===== src/rtl/surf_cout_autotrain.sv =====
// COUT link auto-training sequencer: sweeps the IDELAY for the widest stable eye,
// parks at its centre, then bitslips until the received word matches the training word.
module surf_cout_autotrain #(
   parameter logic [31:0] TRAIN_SEQUENCE = 32'hA55A6996,
   parameter int          RST_CYCLES     = 16,
   parameter int          SETTLE_CYCLES  = 32,
   parameter int          SAMPLES        = 8,
   parameter int          BITSLIP_MAX    = 32
) (
   input  logic        sysclk_i,
   input  logic        sysclk_rst_i,
   input  logic        start_i,
   input  logic        abort_i,
   input  logic [31:0] cout_data_i,
   input  logic        cout_valid_i,
   output logic        iserdes_rst_o,
   output logic [5:0]  idelay_value_o,
   output logic        idelay_load_o,
   output logic        bitslip_o,
   output logic        busy_o,
   output logic        done_o,
   output logic [1:0]  err_o,
   output logic [5:0]  eye_start_o,
   output logic [6:0]  eye_width_o,
   output logic [5:0]  bitslip_count_o
);

   typedef enum logic [3:0] {
      S_IDLE, S_RESET, S_LOAD, S_SETTLE, S_SAMPLE, S_CENTER, S_CWAIT,
      S_CHECK, S_SLIP, S_SWAIT, S_DONE, S_ERROR
   } state_t;

   state_t      state_r;
   logic [15:0] cnt_r;
   logic [7:0]  smp_cnt_r;
   logic [5:0]  tap_r;
   logic [31:0] ref_r;
   logic        match_r;
   logic [6:0]  run_len_r;
   logic [5:0]  run_start_r;
   logic [6:0]  best_width_r;
   logic [5:0]  best_start_r;

   logic        busy_state_s;
   logic        settle_done_s;
   logic [31:0] ref_s;
   logic        match_s;
   logic        good_s;
   logic        close_s;
   logic [6:0]  run_len_s;
   logic [5:0]  run_start_s;

   // True when w equals TRAIN_SEQUENCE rotated left by any amount 0..31.
   function automatic logic is_rotation(input logic [31:0] w);
      logic        hit;
      logic [31:0] r;
      hit = 1'b0;
      r   = TRAIN_SEQUENCE;
      for (int i = 0; i < 32; i++) begin
         hit = hit | (r == w);
         r   = {r[30:0], r[31]};
      end
      return hit;
   endfunction

   // Per-sample tap evaluation and run-length bookkeeping for the current word.
   always_comb begin
      busy_state_s  = !(state_r inside {S_IDLE, S_DONE, S_ERROR});
      settle_done_s = (cnt_r == 16'(SETTLE_CYCLES));
      ref_s         = (smp_cnt_r == 8'd0) ? cout_data_i : ref_r;
      match_s       = (smp_cnt_r == 8'd0) ? 1'b1 : (match_r && (cout_data_i == ref_r));
      good_s        = match_s && is_rotation(ref_s);
      close_s       = !good_s || (tap_r == 6'd63);
      run_len_s     = good_s ? (run_len_r + 7'd1) : run_len_r;
      run_start_s   = (good_s && (run_len_r == 7'd0)) ? tap_r : run_start_r;
   end

   // Training state machine with registered outputs.
   always_ff @(posedge sysclk_i) begin
      if (sysclk_rst_i) begin
         state_r         <= S_IDLE;
         cnt_r           <= 16'd0;
         smp_cnt_r       <= 8'd0;
         tap_r           <= 6'd0;
         ref_r           <= 32'd0;
         match_r         <= 1'b0;
         run_len_r       <= 7'd0;
         run_start_r     <= 6'd0;
         best_width_r    <= 7'd0;
         best_start_r    <= 6'd0;
         iserdes_rst_o   <= 1'b0;
         idelay_value_o  <= 6'd0;
         idelay_load_o   <= 1'b0;
         bitslip_o       <= 1'b0;
         busy_o          <= 1'b0;
         done_o          <= 1'b0;
         err_o           <= 2'd0;
         eye_start_o     <= 6'd0;
         eye_width_o     <= 7'd0;
         bitslip_count_o <= 6'd0;
      end else begin
         idelay_load_o <= 1'b0;
         bitslip_o     <= 1'b0;
         if (busy_state_s && abort_i) begin
            iserdes_rst_o <= 1'b0;
            err_o         <= 2'd3;
            busy_o        <= 1'b0;
            state_r       <= S_ERROR;
         end else begin
            case (state_r)
               S_IDLE, S_DONE, S_ERROR: begin
                  if (start_i) begin
                     done_o          <= 1'b0;
                     err_o           <= 2'd0;
                     eye_start_o     <= 6'd0;
                     eye_width_o     <= 7'd0;
                     bitslip_count_o <= 6'd0;
                     tap_r           <= 6'd0;
                     run_len_r       <= 7'd0;
                     run_start_r     <= 6'd0;
                     best_width_r    <= 7'd0;
                     best_start_r    <= 6'd0;
                     smp_cnt_r       <= 8'd0;
                     cnt_r           <= 16'd0;
                     iserdes_rst_o   <= 1'b1;
                     busy_o          <= 1'b1;
                     state_r         <= S_RESET;
                  end else begin
                     state_r <= state_r;
                  end
               end
               S_RESET: begin
                  if (cnt_r == 16'(RST_CYCLES - 1)) begin
                     iserdes_rst_o <= 1'b0;
                     state_r       <= S_LOAD;
                  end else begin
                     cnt_r <= cnt_r + 16'd1;
                  end
               end
               S_LOAD: begin
                  idelay_value_o <= tap_r;
                  idelay_load_o  <= 1'b1;
                  cnt_r          <= 16'd0;
                  state_r        <= S_SETTLE;
               end
               S_SETTLE: begin
                  if (settle_done_s) begin
                     smp_cnt_r <= 8'd0;
                     state_r   <= S_SAMPLE;
                  end else begin
                     cnt_r <= cnt_r + 16'd1;
                  end
               end
               S_SAMPLE: begin
                  if (cout_valid_i) begin
                     ref_r     <= ref_s;
                     match_r   <= match_s;
                     smp_cnt_r <= smp_cnt_r + 8'd1;
                     if (smp_cnt_r == 8'(SAMPLES - 1)) begin
                        // Ties keep the earlier window: only a strictly longer run wins.
                        run_start_r <= run_start_s;
                        run_len_r   <= close_s ? 7'd0 : run_len_s;
                        if (close_s && (run_len_s > best_width_r)) begin
                           best_width_r <= run_len_s;
                           best_start_r <= run_start_s;
                        end else begin
                           best_width_r <= best_width_r;
                        end
                        if (tap_r == 6'd63) begin
                           state_r <= S_CENTER;
                        end else begin
                           tap_r   <= tap_r + 6'd1;
                           state_r <= S_LOAD;
                        end
                     end else begin
                        state_r <= S_SAMPLE;
                     end
                  end else begin
                     state_r <= S_SAMPLE;
                  end
               end
               S_CENTER: begin
                  eye_start_o <= best_start_r;
                  eye_width_o <= best_width_r;
                  if (best_width_r == 7'd0) begin
                     err_o   <= 2'd1;
                     busy_o  <= 1'b0;
                     state_r <= S_ERROR;
                  end else begin
                     idelay_value_o <= best_start_r + best_width_r[6:1];
                     idelay_load_o  <= 1'b1;
                     cnt_r          <= 16'd0;
                     state_r        <= S_CWAIT;
                  end
               end
               S_CWAIT, S_SWAIT: begin
                  if (settle_done_s) begin
                     state_r <= S_CHECK;
                  end else begin
                     cnt_r <= cnt_r + 16'd1;
                  end
               end
               S_CHECK: begin
                  if (!cout_valid_i) begin
                     state_r <= S_CHECK;
                  end else if (cout_data_i == TRAIN_SEQUENCE) begin
                     done_o  <= 1'b1;
                     busy_o  <= 1'b0;
                     state_r <= S_DONE;
                  end else if (bitslip_count_o == 6'(BITSLIP_MAX)) begin
                     err_o   <= 2'd2;
                     busy_o  <= 1'b0;
                     state_r <= S_ERROR;
                  end else begin
                     state_r <= S_SLIP;
                  end
               end
               S_SLIP: begin
                  bitslip_o       <= 1'b1;
                  bitslip_count_o <= bitslip_count_o + 6'd1;
                  cnt_r           <= 16'd0;
                  state_r         <= S_SWAIT;
               end
               default: begin
                  state_r <= S_IDLE;
               end
            endcase
         end
      end
   end

endmodule

===== config.mk =====
export PLATFORM = sky130hd
export DESIGN_NAME = surf_cout_autotrain
export DESIGN_NICKNAME = d
export VERILOG_FILES = /design/src/rtl/surf_cout_autotrain.sv
export SDC_FILE = /design/constraint.sdc
export NUM_CORES = 1
export LEC_CHECK = 0
export CAP_MARGIN = 0
export CELL_PAD_IN_SITES_DETAIL_PLACEMENT = 0
export CELL_PAD_IN_SITES_GLOBAL_PLACEMENT = 1
export CORE_MARGIN = 2
export CORE_UTILIZATION = 45
export CTS_BUF_LIST = sky130_fd_sc_hd__clkbuf_4
export CTS_CLUSTER_SIZE = 16
export DETAILED_ROUTE_END_ITERATION = 6
export PLACE_DENSITY_LB_ADDON = 0.1
export SKIP_LAST_GASP = 1
export SLEW_MARGIN = 20
export SYNTH_ARGS = -nofsm -noshare
export SYNTH_HDL_FRONTEND = slang
export SYNTH_SLANG_ARGS = --single-unit

===== constraint.sdc =====
create_clock -name sysclk_i -period 9.37 [get_ports sysclk_i]
set_clock_uncertainty 0.2 [all_clocks]
set_input_delay 2.811 -clock sysclk_i [delete_from_list [all_inputs] [get_ports sysclk_i]]
set_output_delay 2.811 -clock sysclk_i [all_outputs]
set_load 0.1 [all_outputs]

After elaboration in Yosys (flattened, before gate mapping):

Cells that the tools add are included.

* bits in registers: 125
* bits of input ports: 37

* add/subtract/negate cells: 6
* order comparisons: 1
* equality and inequality tests: 73
* mux-type cells: 74
* bitwise gates (word level): 32
* reductions and logical operators: 43

Operator list (number)
* $eq A32 B32 Y1 const A: 16
* $eq A31 B32 Y1 const A: 12
* $eq A30 B32 Y1 const A: 4
* $pmux W16 S5: 1
* $pmux W6 S2: 6
* $mux W6: 11
* $mux W16: 4
* $mux W7: 8
* $pmux W7 S2: 3
* $mux W4: 9
* $pmux W4 S9: 1
* $eq A32 B32 Y1: 1
* $eq A32 B32 Y1 const B: 1
* $mux W32: 1
* $or A1 B1 Y1: 31
* $ne A2 B2 Y1 const B: 14
* $ne A3 B3 Y1 const B: 9
* $mux W8: 3
* $pmux W8 S3: 1
* $reduce_and A6 Y1: 4
* $reduce_and A5 Y1: 4
* $add A16 B1 Y16 const B: 1
* $eq A16 B4 Y1 const B: 1
* $eq A16 B6 Y1 const B: 1
* 32 further kinds: 82

Logic depth before layout (Yosys ltp):

Gate-level depths: netlist of the first run.

* depth in word-level cells: 42
* gate-level depth with buffers: 25
* depth with buffers taken out: 21

Worst setup path before layout of the first run:

Ideal clock, no wire load.

* kind: input to register
* start: input port cout_data_i[3]
* end: register best_start_r[0]
* arrival: 6.626 ns
* path slack: 2.408 ns
* stages on the path: 22
* path buffers: 3
* cell sequence: clkbuf_1 > xnor2_1 > nand4_1 > nor4_1 > nand4_1 > or4_1 > and2_1 > a41oi_2 > buf_2 > nor2_1 > a21o_1 > ha_1 > nor2b_1 > o21a_1 > o21ai_0 > a21oi_1 > o21a_1 > o22ai_1 > nor4_1 > nand2_1 > clkbuf_1 > o22ai_1

* word-level cells in the longest chain between the ends: 40
* elaborated cells on any way between the ends: 81

RTL lines
* from (decl): line 14 `input logic [31:0] cout_data_i,`
* $mux W32: line 70 `ref_s = (smp_cnt_r == 8'd0) ? cout_data_i : ref_r;`
* $eq A32 B32 Y1 or $eq A31 B32 Y1 (tied branches): line 60 `hit = hit | (r == w);`
* $or A1 B1 Y1 (31 in series): line 60
* $logic_and A1 B1 Y1 (*): line 72 `good_s = match_s && is_rotation(ref_s);`
* branches (longest 6 deep; another with $gt A7 B7 Y1)
* to (signal assigned): line 165 `best_start_r <= run_start_s;`
* to (decl): line 42 `logic [5:0] best_start_r;`

Mark *: on every way between the ends. The select of a mux whose other input is x is not followed.
A chain may end at the register's enable or synchronous reset.

Worst setup path in the final report of the first run:

* start: input port cout_data_i[19]
* end: register best_start_r[0]

The elaborated chain is that of the path after synthesis.

==> metrics.cfg, run 1 <==
[global_routing]
grt_max_degree = 51
track_usage_pct = 34.1
grt_pass1_wl_mm = 61.2
grt_antenna_before_repair = 2
gr-total-overflow = 0
grt_pass1_vias = 9920

[job]
max_cap_violations = 0

[worst_setup_path]
crit_path_frequent_cell = a21oi_1
arrival_ps = 8240
cp_max_fo = 14
ff2ff_setup_slack_ps = 3060
setup.worst_path.start_class = primary input
worstPathCellList = clkdlybuf4s50_1, nor4bb_1, nand2_1, o21ai_0, nand3_1, a21oi_1, nor4_1, a41oi_2, buf_4, nor2_1, a21o_1, ha_1, nor2b_1, o21a_1, o21ai_0, a21oi_1, o21a_1, o22ai_1, a21oi_1, a21o_1, o22ai_1
path_class = in -> reg
cpLargestDelayFamily = compound AO/OA/AOI/OAI gates
end_kind = flip-flop
cp_slowest_cell = clkdlybuf4s50_1
worstPathRequired_ps = 9670
path_buf_inv = 2
max_stage_delay_ps = 840

[clock_tree]
cts-root-buf = clkbuf_4
cts_resized = 0
cts.clk_slew.worst_paths_ps = 160
clockBufferDepth = 2
h-tree-depth = 4
cts_made_buffers = 17
cts_tree = done
worst_skew_pair.late_latency_ps = 570
cts_hold_buf = 0
post-cts-setup-buffers = 0
clock_sinks = 125

[logic_synthesis]
async_flop_share_pct = 0
synthCells = 1371
synth_edf_count = 0
synth_area_per_cell_um2 = 7.20
ys_ff_latch = 125
synth_seq_area_share_pct = 25.4
syn_area_um2 = 9870
synthFlopType = dfxtp_1
ys_types = 74
syn_nets = 1430
synth_warnings = 0

[finish]
final_util_pct = 50.2
nNetsFinal = 1425
mostFrequentLayoutCell = nand2_1
area_growth_pct = 10.4
layout_common_cells = nand2_1, dfxtp_1, nor2_1
drive_gt1_share_pct = 5.08

[floorplanning]
fp.dieW_um = 152
initial_utilization_pct = 45.5
core_um2 = 21700
dieHeight_um = 152
ios = 69
rows = 54
die_area_um2 = 23100

[sta]
worst_pin_slew_ps = 1050
rsz0062_at_grt = false
slew_headroom_pct = 29.2
setup-tns-final_ps = 0
fmax_mhz = 126
whs_ps = 277
finalHoldViolCount = 0
setup_viol = 0
fin_crit_sh_pct = 84.7
period_needed_ps = 7940
slew_violations = 0

[detailed_routing]
first_pass_iters = 7
vias = 10827
ant_nets = 0
drc_errors = 2
via_per_inst = 6.52
drt_iter0_drc = 1565
wl_mm = 40.2
wire_per_inst_um = 24.2

[placed_design]
dp_hpwl_mm = 30.7
numPortBuffers = 68
gp_congestion = 1.07

[outcome]
violations = DRC
outcome = finished, violations left

[power]
totalPowerFinal_w = 0.00172
pwr_density_cell_nw_per_um2 = 158
ir_drop_uv = 86.8
leakage_nw = 3.42

[hold_path]
hold_path.class = reg -> reg

## tightest hold or removal path, stage by stage, from the launching register on
cell and delay, ps:
dfxtp_1 340, nand3_1 60, a21oi_1 50
## cells in the mapped netlist, types with 8 or more instances
cell / number / area, µm²
nand2_1: 189 / 709
dfxtp_1: 125 / 2500
nor2_1: 110 / 413
a21oi_1: 92 / 460
nand3_1: 89 / 445
clkbuf_1: 87 / 327
nand4_1: 64 / 400
o21ai_0: 54 / 270
nor4bb_1: 52 / 521
nor3_1: 40 / 200
xnor2_1: 38 / 333
inv_1: 37 / 139
nor2b_1: 36 / 225
mux2i_1: 33 / 330
nor4_1: 32 / 200
xor2_1: 30 / 263
and3_1: 22 / 138
ha_1: 21 / 263
buf_2: 17 / 85.1
o22ai_1: 17 / 106
and2_1: 16 / 100
nand2b_1: 13 / 81.3
o211ai_1: 12 / 90.1
and4_1: 9 / 78.8
nand4b_1: 9 / 78.8
or3_1: 9 / 56.3
or4_1: 8 / 60.1
## path summary, 6_finish.rpt
kind,from,endpoint,depth (start not counted)
setup / recovery,cout_data_i[19],best_start_r[0]$_SDFFE_PP0P_,21
hold / removal,eye_start_o[2]$_SDFFE_PP0P_,eye_start_o[2]$_SDFFE_PP0P_,2
setup reg to reg,smp_cnt_r[0]$_SDFFE_PP0P_,best_start_r[0]$_SDFFE_PP0P_,23
hold reg to reg,eye_start_o[2]$_SDFFE_PP0P_,eye_start_o[2]$_SDFFE_PP0P_,2
## layout make-up
cell class	count	area, µm²
clock inverters	15	195
well taps	280	350
clock buffers	17	128
inverters	37	139
multi-input cells	1096	6750
flip-flops and latches	125	2500
diodes	2	5.00
fillers	2179	10800
repair buffers	89	833
## report_power, final
group / switching [W] / internal (W)
clock network: 0.000287 / 0.000153
registers: 0.0000511 / 0.000559
logic: 0.000471 / 0.000197
## metal layers
layer	GRT usage (%)	share of wire (%)
met5	0	0
met3	12.9	13
met1	48.8	44
met2	45.6	39
met4	13.8	3.7
## sequential cells by signal, indices dropped and copies added (netlist names), 2 cells and up
register	flops
state_r	4
best_width_r	7
eye_width_o	7
idelay_value_o	6
eye_start_o	6
run_start_r	6
tap_r	6
run_len_r	7
bitslip_count_o	6
smp_cnt_r	8
best_start_r	6
cnt_r	16
ref_r	32
err_o	2
## cells by family after synthesis
logic type,Yosys count,synth area share (%)
AND/OR/NAND/NOR,727,40.7
AO/OA/AOI/OAI,245,15.3
XOR/XNOR,68,6.04
flip-flops,125,25.4
buffers and inverters,150,6.30
adder cells (fa/ha/maj),22,2.87
multiplexers,34,3.46
## metrics by stage
stage	cell area (µm²)	instances	setup WS (ps)
after global routing	10900	1661	1100
after floorplan	9870	1371	2410
after CTS	10900	1659	1690
after global placement	10600	1627	983
final	10900	1661	1430
after detailed placement	10600	1627	1070
Note: power is estimated with default switching activity, not from simulation.
==> run 2, diff against run 1 <==
--- a/config.mk
+++ b/config.mk
@@ -9,7 +9,7 @@
 export CELL_PAD_IN_SITES_DETAIL_PLACEMENT = 0
 export CELL_PAD_IN_SITES_GLOBAL_PLACEMENT = 1
 export CORE_MARGIN = 2
-export CORE_UTILIZATION = 45
+export CORE_UTILIZATION = 41
 export CTS_BUF_LIST = sky130_fd_sc_hd__clkbuf_4
 export CTS_CLUSTER_SIZE = 16
 export DETAILED_ROUTE_END_ITERATION = 6
==> constraint.sdc (replaced) <==
create_clock -name sysclk_i -period 7.1 [get_ports sysclk_i]
set_clock_uncertainty 0.2 [all_clocks]
set_input_delay 2.13 -clock sysclk_i [delete_from_list [all_inputs] [get_ports sysclk_i]]
set_output_delay 2.13 -clock sysclk_i [all_outputs]
set_load 0.1 [all_outputs]
==> run 2 against run 1 <==
Net effect: the run now ends clean; sequential cell count unchanged; non-clock buffer count up 120; power rose by 32%; sequential share of layout area fell by 1.9 points; core utilization increased by 0.19 points; die area grew 9.5%; first-iteration DRC count down 7.5%; final cell count increased by 9.8%; wire length rose by 6.3%; largest power group unchanged; highest routed layer unchanged.
==> metrics.cfg, run 2 (synthesis gave the netlist of run 1 again) <==
[finish]
regMostFlops = ref_r
largestRegisters = ref_r x32, cnt_r x16, smp_cnt_r x8
mostFrequentLayoutCell = nand2_1
layout.cells.non_filler = 1823
drive_gt1_share_pct = 12.9
largest_reg_flops = 32
area_growth_pct = 20.4
nNetsFinal = 1545
layout_common_cells = nand2_1, buf_4, dfxtp_1
final_util_pct = 50.4

[clock_tree]
cts.clk_slew.worst_paths_ps = 160
cts-root-buf = clkbuf_4
clock_sinks = 125
post-cts-setup-buffers = 0
h-tree-depth = 4
cts_hold_buf = 0
clockBufferDepth = 2
cts_made_buffers = 17
worst_skew_pair.late_latency_ps = 560
cts_resized = 0
cts_tree = done

[power]
leakage_nw = 4.01
pwr_density_cell_nw_per_um2 = 191
ir_drop_uv = 118

[worst_setup_path]
cp_max_fo = 13
arrival_ps = 7130
path_class = in -> reg
r2r_cells = 23
end_kind = flip-flop
setup.worst_path.start_class = primary input
worstPathRequired_ps = 7390

[sta]
slew_violations = 0
slew_headroom_pct = 28.2
finalHoldViolCount = 0
worst_pin_slew_ps = 1070
rsz0062_at_grt = false
fin_crit_sh_pct = 96.3
period_needed_ps = 6840
setup_viol = 0
fmax_mhz = 146
whs_ps = 281

[floorplanning]
die_area_um2 = 25300
dieHeight_um = 159
initial_utilization_pct = 41.9
core_um2 = 23500
rows = 56
ios = 69
fp.dieW_um = 159

[global_routing]
track_usage_pct = 33.1
grt_antenna_before_repair = 1
grt_pass1_vias = 10312
gr-total-overflow = 0
grt_max_degree = 74
grt_pass1_wl_mm = 63.9

[detailed_routing]
wl_met2_mm = 16.9
wl_met1_mm = 19.7
ant_nets = 0
drc_errors = 0
via_per_inst = 6.15
drt_iter0_drc = 1448
wl_mm = 42.8
vias = 11205
top_layer = met4
route.met3.wl_mm = 5.41
wire_per_inst_um = 23.5
first_pass_iters = 5

[job]
max_cap_violations = 0

[outcome]
outcome = finished clean

[placed_design]
dp_hpwl_mm = 34.0
gp_congestion = 1.01
numPortBuffers = 68
dp.cells = 1786

[hold_path]
hold_depth = 2
hold_path.class = reg -> reg

run 2: cell types whose count changed in the layout (fill, tap and decap cells not counted), sizes merged:
cell      before  now
inv           46   45
clkinv         5    6
diode          2    5
bufinv         1    0
buf           22  142
clkinvlp       0    1
run 2: layout make-up:
cell class / instances / area [µm²]
Clock buffer: 17 / 128
Sequential cell: 125 / 2500
Multi-Input combinational cell: 1096 / 6770
Timing Repair Buffer: 209 / 1760
Inverter: 37 / 139
Fill cell: 2438 / 11700
Clock inverter: 15 / 170
Tap cell: 319 / 399
Antenna cell: 5 / 12.5
run 2: power by group:
| part | internal [W] | switching, W |
|---|---|---|
| sequential | 0.000738 | 0.0000670 |
| clock | 0.000164 | 0.000365 |
| combinational | 0.000296 | 0.000637 |
| total | 0.00120 | 0.00107 |
run 2: worst paths after layout:
check,end,start,slack [ps]
worst max register to register,best_width_r[2]$_SDFFE_PP0P_,smp_cnt_r[0]$_SDFFE_PP0P_,1260
worst max-delay path,best_width_r[2]$_SDFFE_PP0P_,cout_data_i[22],260
worst min-delay path,eye_start_o[3]$_SDFFE_PP0P_,eye_start_o[3]$_SDFFE_PP0P_,280
worst min register to register,eye_start_o[3]$_SDFFE_PP0P_,eye_start_o[3]$_SDFFE_PP0P_,280
run 2: worst max-delay path, cell delays in order:
cell and delay, ps:
clkdlybuf4s50_1 650, buf_4 240, nor4bb_1 510, nand4_1 290, o32ai_1 370, a222oi_1 130, nor2_1 150, nor4_1 100
a41oi_2 290, buf_4 200, nor2_1 50, a21o_1 150, ha_1 280, nor2b_1 130, o21a_1 160, o21ai_0 140
a21oi_1 90, o21a_1 170, o22ai_1 190, a21oi_1 100, a21o_1 380, o22ai_1 230
run 2: through the flow:
stage | power, W | setup WS (ps) | cell area, µm² | setup TNS [ps]
finish | 0.00227 | 262 | 11900 | 0
global route | 0.00239 | 58.8 | 11900 | 0
CTS | 0.00227 | 426 | 11800 | 0
detailed placement | 0.00173 | -182 | 11500 | -1920
global placement | 0.00173 | -226 | 11500 | -2880
floorplan | 0.00147 | 819 | 9870 | 0
run 2: per-layer routing:
layer / up-vias / global-route usage, %
met5: - / 0
met4: 0 / 7.73
met3: 50 / 12.6
met2: 586 / 45.0
met1: 5330 / 48.7
li1: 5239 / -
==> run 3, diff against run 2 <==
--- a/config.mk
+++ b/config.mk
@@ -5,12 +5,11 @@
 export SDC_FILE = /design/constraint.sdc
 export NUM_CORES = 1
 export LEC_CHECK = 0
-export CAP_MARGIN = 0
+export CAP_MARGIN = 25
 export CELL_PAD_IN_SITES_DETAIL_PLACEMENT = 0
 export CELL_PAD_IN_SITES_GLOBAL_PLACEMENT = 1
 export CORE_MARGIN = 2
-export CORE_UTILIZATION = 41
-export CTS_BUF_LIST = sky130_fd_sc_hd__clkbuf_4
+export CORE_UTILIZATION = 40
 export CTS_CLUSTER_SIZE = 16
 export DETAILED_ROUTE_END_ITERATION = 6
 export PLACE_DENSITY_LB_ADDON = 0.1
==> run 3 against run 2 <==
Net effect: fmax is 1.0% lower; die area is 2.4% higher; design area grew 4.2%; global-route usage down 0.17 points; count of clock-buffer cells in the layout is the same; non-clock buffer count rose by 25; sequential power is essentially flat; combinational power up 2.4%; power grew 16%; hold slack worse by 7.2 ps; critical path depth did not move.
==> metrics.cfg, run 3 (synthesis gave the netlist of run 1 again) <==
[global_routing]
met1_usage_pct = 49.2
grt_antenna_before_repair = 0
track_usage_pct = 32.9
grtUsageMet2_pct = 44.1
gr-total-overflow = 0
grt_pass1_wl_mm = 64.6
grt_max_degree = 74
grt_pass1_vias = 10573
grt_busiest_layer = met1
grtUsageMet3_pct = 10.2

[power]
ir_drop_uv = 153
leakage_nw = 4.29
totalPowerFinal_w = 0.00263
pwr_density_cell_nw_per_um2 = 212

[finish]
largest_reg_flops = 32
largestRegisters = ref_r x32, cnt_r x16, smp_cnt_r x8
drive_gt1_share_pct = 14.4
n_antenna_cell = 0
multi_input_area_um2 = 6790
area_growth_pct = 25.4
nNetsFinal = 1570
mostFrequentLayoutCell = nand2_1
layout_common_cells = nand2_1, buf_4, dfxtp_1
seqCellArea_um2 = 2500
n_fill_cell = 2433
regMostFlops = ref_r
layout.cells.non_filler = 1848

[floorplanning]
ios = 69
fp.dieW_um = 161
core_um2 = 24200
die_area_um2 = 25900
rows = 57
initial_utilization_pct = 40.7
dieHeight_um = 161

[clock_tree]
h-tree-depth = 4
cts_made_buffers = 17
cts_tree = done
clock_sinks = 125
clockBufferDepth = 2
cts.clk_slew.worst_paths_ps = 60
worst_skew_pair.late_latency_ps = 430
cts_hold_buf = 0
cts-root-buf = clkbuf_16

[hold_path]
min_to = eye_start_o[4]$_SDFFE_PP0P_
hold_depth = 2
hp-start = eye_start_o[4]$_SDFFE_PP0P_
hold_path.class = reg -> reg

[sta]
finalHoldViolCount = 0
whs_ps = 273
slew_violations = 0
setup_slack_ps = 189
fmax_mhz = 145
worst_pin_slew_ps = 1030
period_needed_ps = 6910
fin_crit_sh_pct = 97.3
setup-tns-final_ps = 0
setup_viol = 0
slew_headroom_pct = 30.8

[job]
max_cap_violations = 0

[detailed_routing]
wire_per_inst_um = 23.4
drc_errors = 0
via_per_inst = 6.13
vias = 11337
wl_mm = 43.2
ant_nets = 0
first_pass_iters = 6
drt_iter0_drc = 1436

[placed_design]
dp_hpwl_mm = 34.0
gp_congestion = 1.02
dp.cells = 1815
numPortBuffers = 68
post-place-ws_ps = -174

[worst_setup_path]
r2r_start = smp_cnt_r[0]$_SDFFE_PP0P_
reg2reg_to = best_width_r[0]$_SDFFE_PP0P_
path_class = in -> reg
end_kind = flip-flop
arrival_ps = 7060
setup.worst_path.start_class = primary input
ff2ff_setup_slack_ps = 1210
worstPathRequired_ps = 7250
cp_max_fo = 13
r2r_cells = 23

[outcome]
outcome = finished clean

-- run 3: cell count changes in the layout (fill, tap and decap cells not counted), moves of 2 or more --
cell	delta
clkinv_8	-2
dlymetal6s2s_1	+4
clkdlybuf4s50_1	-4
nor4bb_2	+2
clkbuf_4	-17
nor4bb_1	-2
clkinv_4	-2
buf_4	+23
diode_2	-5
clkinvlp_4	+2
clkbuf_16	+17
inv_6	+2
-- run 3: stage by stage --
stage	cell area (µm²)	utilization [%]
after global placement	11700	48.3
after global routing	12400	51.0
final	12400	51.0
after detailed placement	11700	48.4
after CTS	12300	50.8
after floorplan	9870	-
-- run 3: metal layers --
metal  up-vias  wire (µm)
met2       586      16700
li1       5280          -
met1      5388      20300
met5         -          0
met3        83       4840
met4         0       1400
-- run 3: worst max path at each step --
stage | slack (ps) | endpoint | startpoint | cells after the start
after global routing | -30 | best_start_r[3]$_SDFFE_PP0P_ | cout_data_i[27] | 21
final | 190 | best_width_r[0]$_SDFFE_PP0P_ | cout_data_i[14] | 22
after floorplan | 820 | best_start_r[0]$_SDFFE_PP0P_ | cout_data_i[3] | 22
after global placement | -120 | best_start_r[0]$_SDFFE_PP0P_ | cout_data_i[19] | 21
after detailed placement | -170 | best_width_r[6]$_SDFFE_PP0P_ | cout_data_i[25] | 21
after CTS | 230 | best_width_r[0]$_SDFFE_PP0P_ | cout_data_i[25] | 21
-- run 3: what timing repair did --
item / 4_1_cts / 5_1_grt
gates resized for setup: 0 / 12
endpoints found under the hold margin: 0 / 0
endpoints found under the setup margin: 0 / 13
setup buffers: 0 / 1
-- run 3: layout make-up --
class | instances | share of cell area (%)
Sequential cell | 125 | 20.2
Inverter | 37 | 1.12
Multi-Input combinational cell | 1096 | 54.9
Clock buffer | 17 | 3.44
Timing Repair Buffer | 234 | 15.9
Clock inverter | 15 | 1.18
Tap cell | 324 | 3.28
-- run 3: power by group --
part           total [W]  internal, W  leakage, nW  switching, W
Sequential      0.000804     0.000738         1.01     0.0000658
Combinational   0.000955     0.000305         3.01      0.000649
Clock           0.000867     0.000466        0.273      0.000402
Total            0.00263      0.00151         4.29       0.00112
-- run 3: critical path, stage by stage --
cell	delay, ps
clkdlybuf4s50_1	550
buf_4	200
nor4bb_1	720
buf_4	220
nand3_1	60
mux2i_1	280
nand4_1	200
o2111ai_1	150
nor4_1	130
a41oi_4	320
nor2_1	120
a21o_1	170
ha_1	280
nor2b_1	130
o21a_1	160
o21ai_0	160
a21oi_1	90
o21a_1	170
o22ai_1	160
a21oi_1	110
a21o_2	360
o2bb2ai_1	170
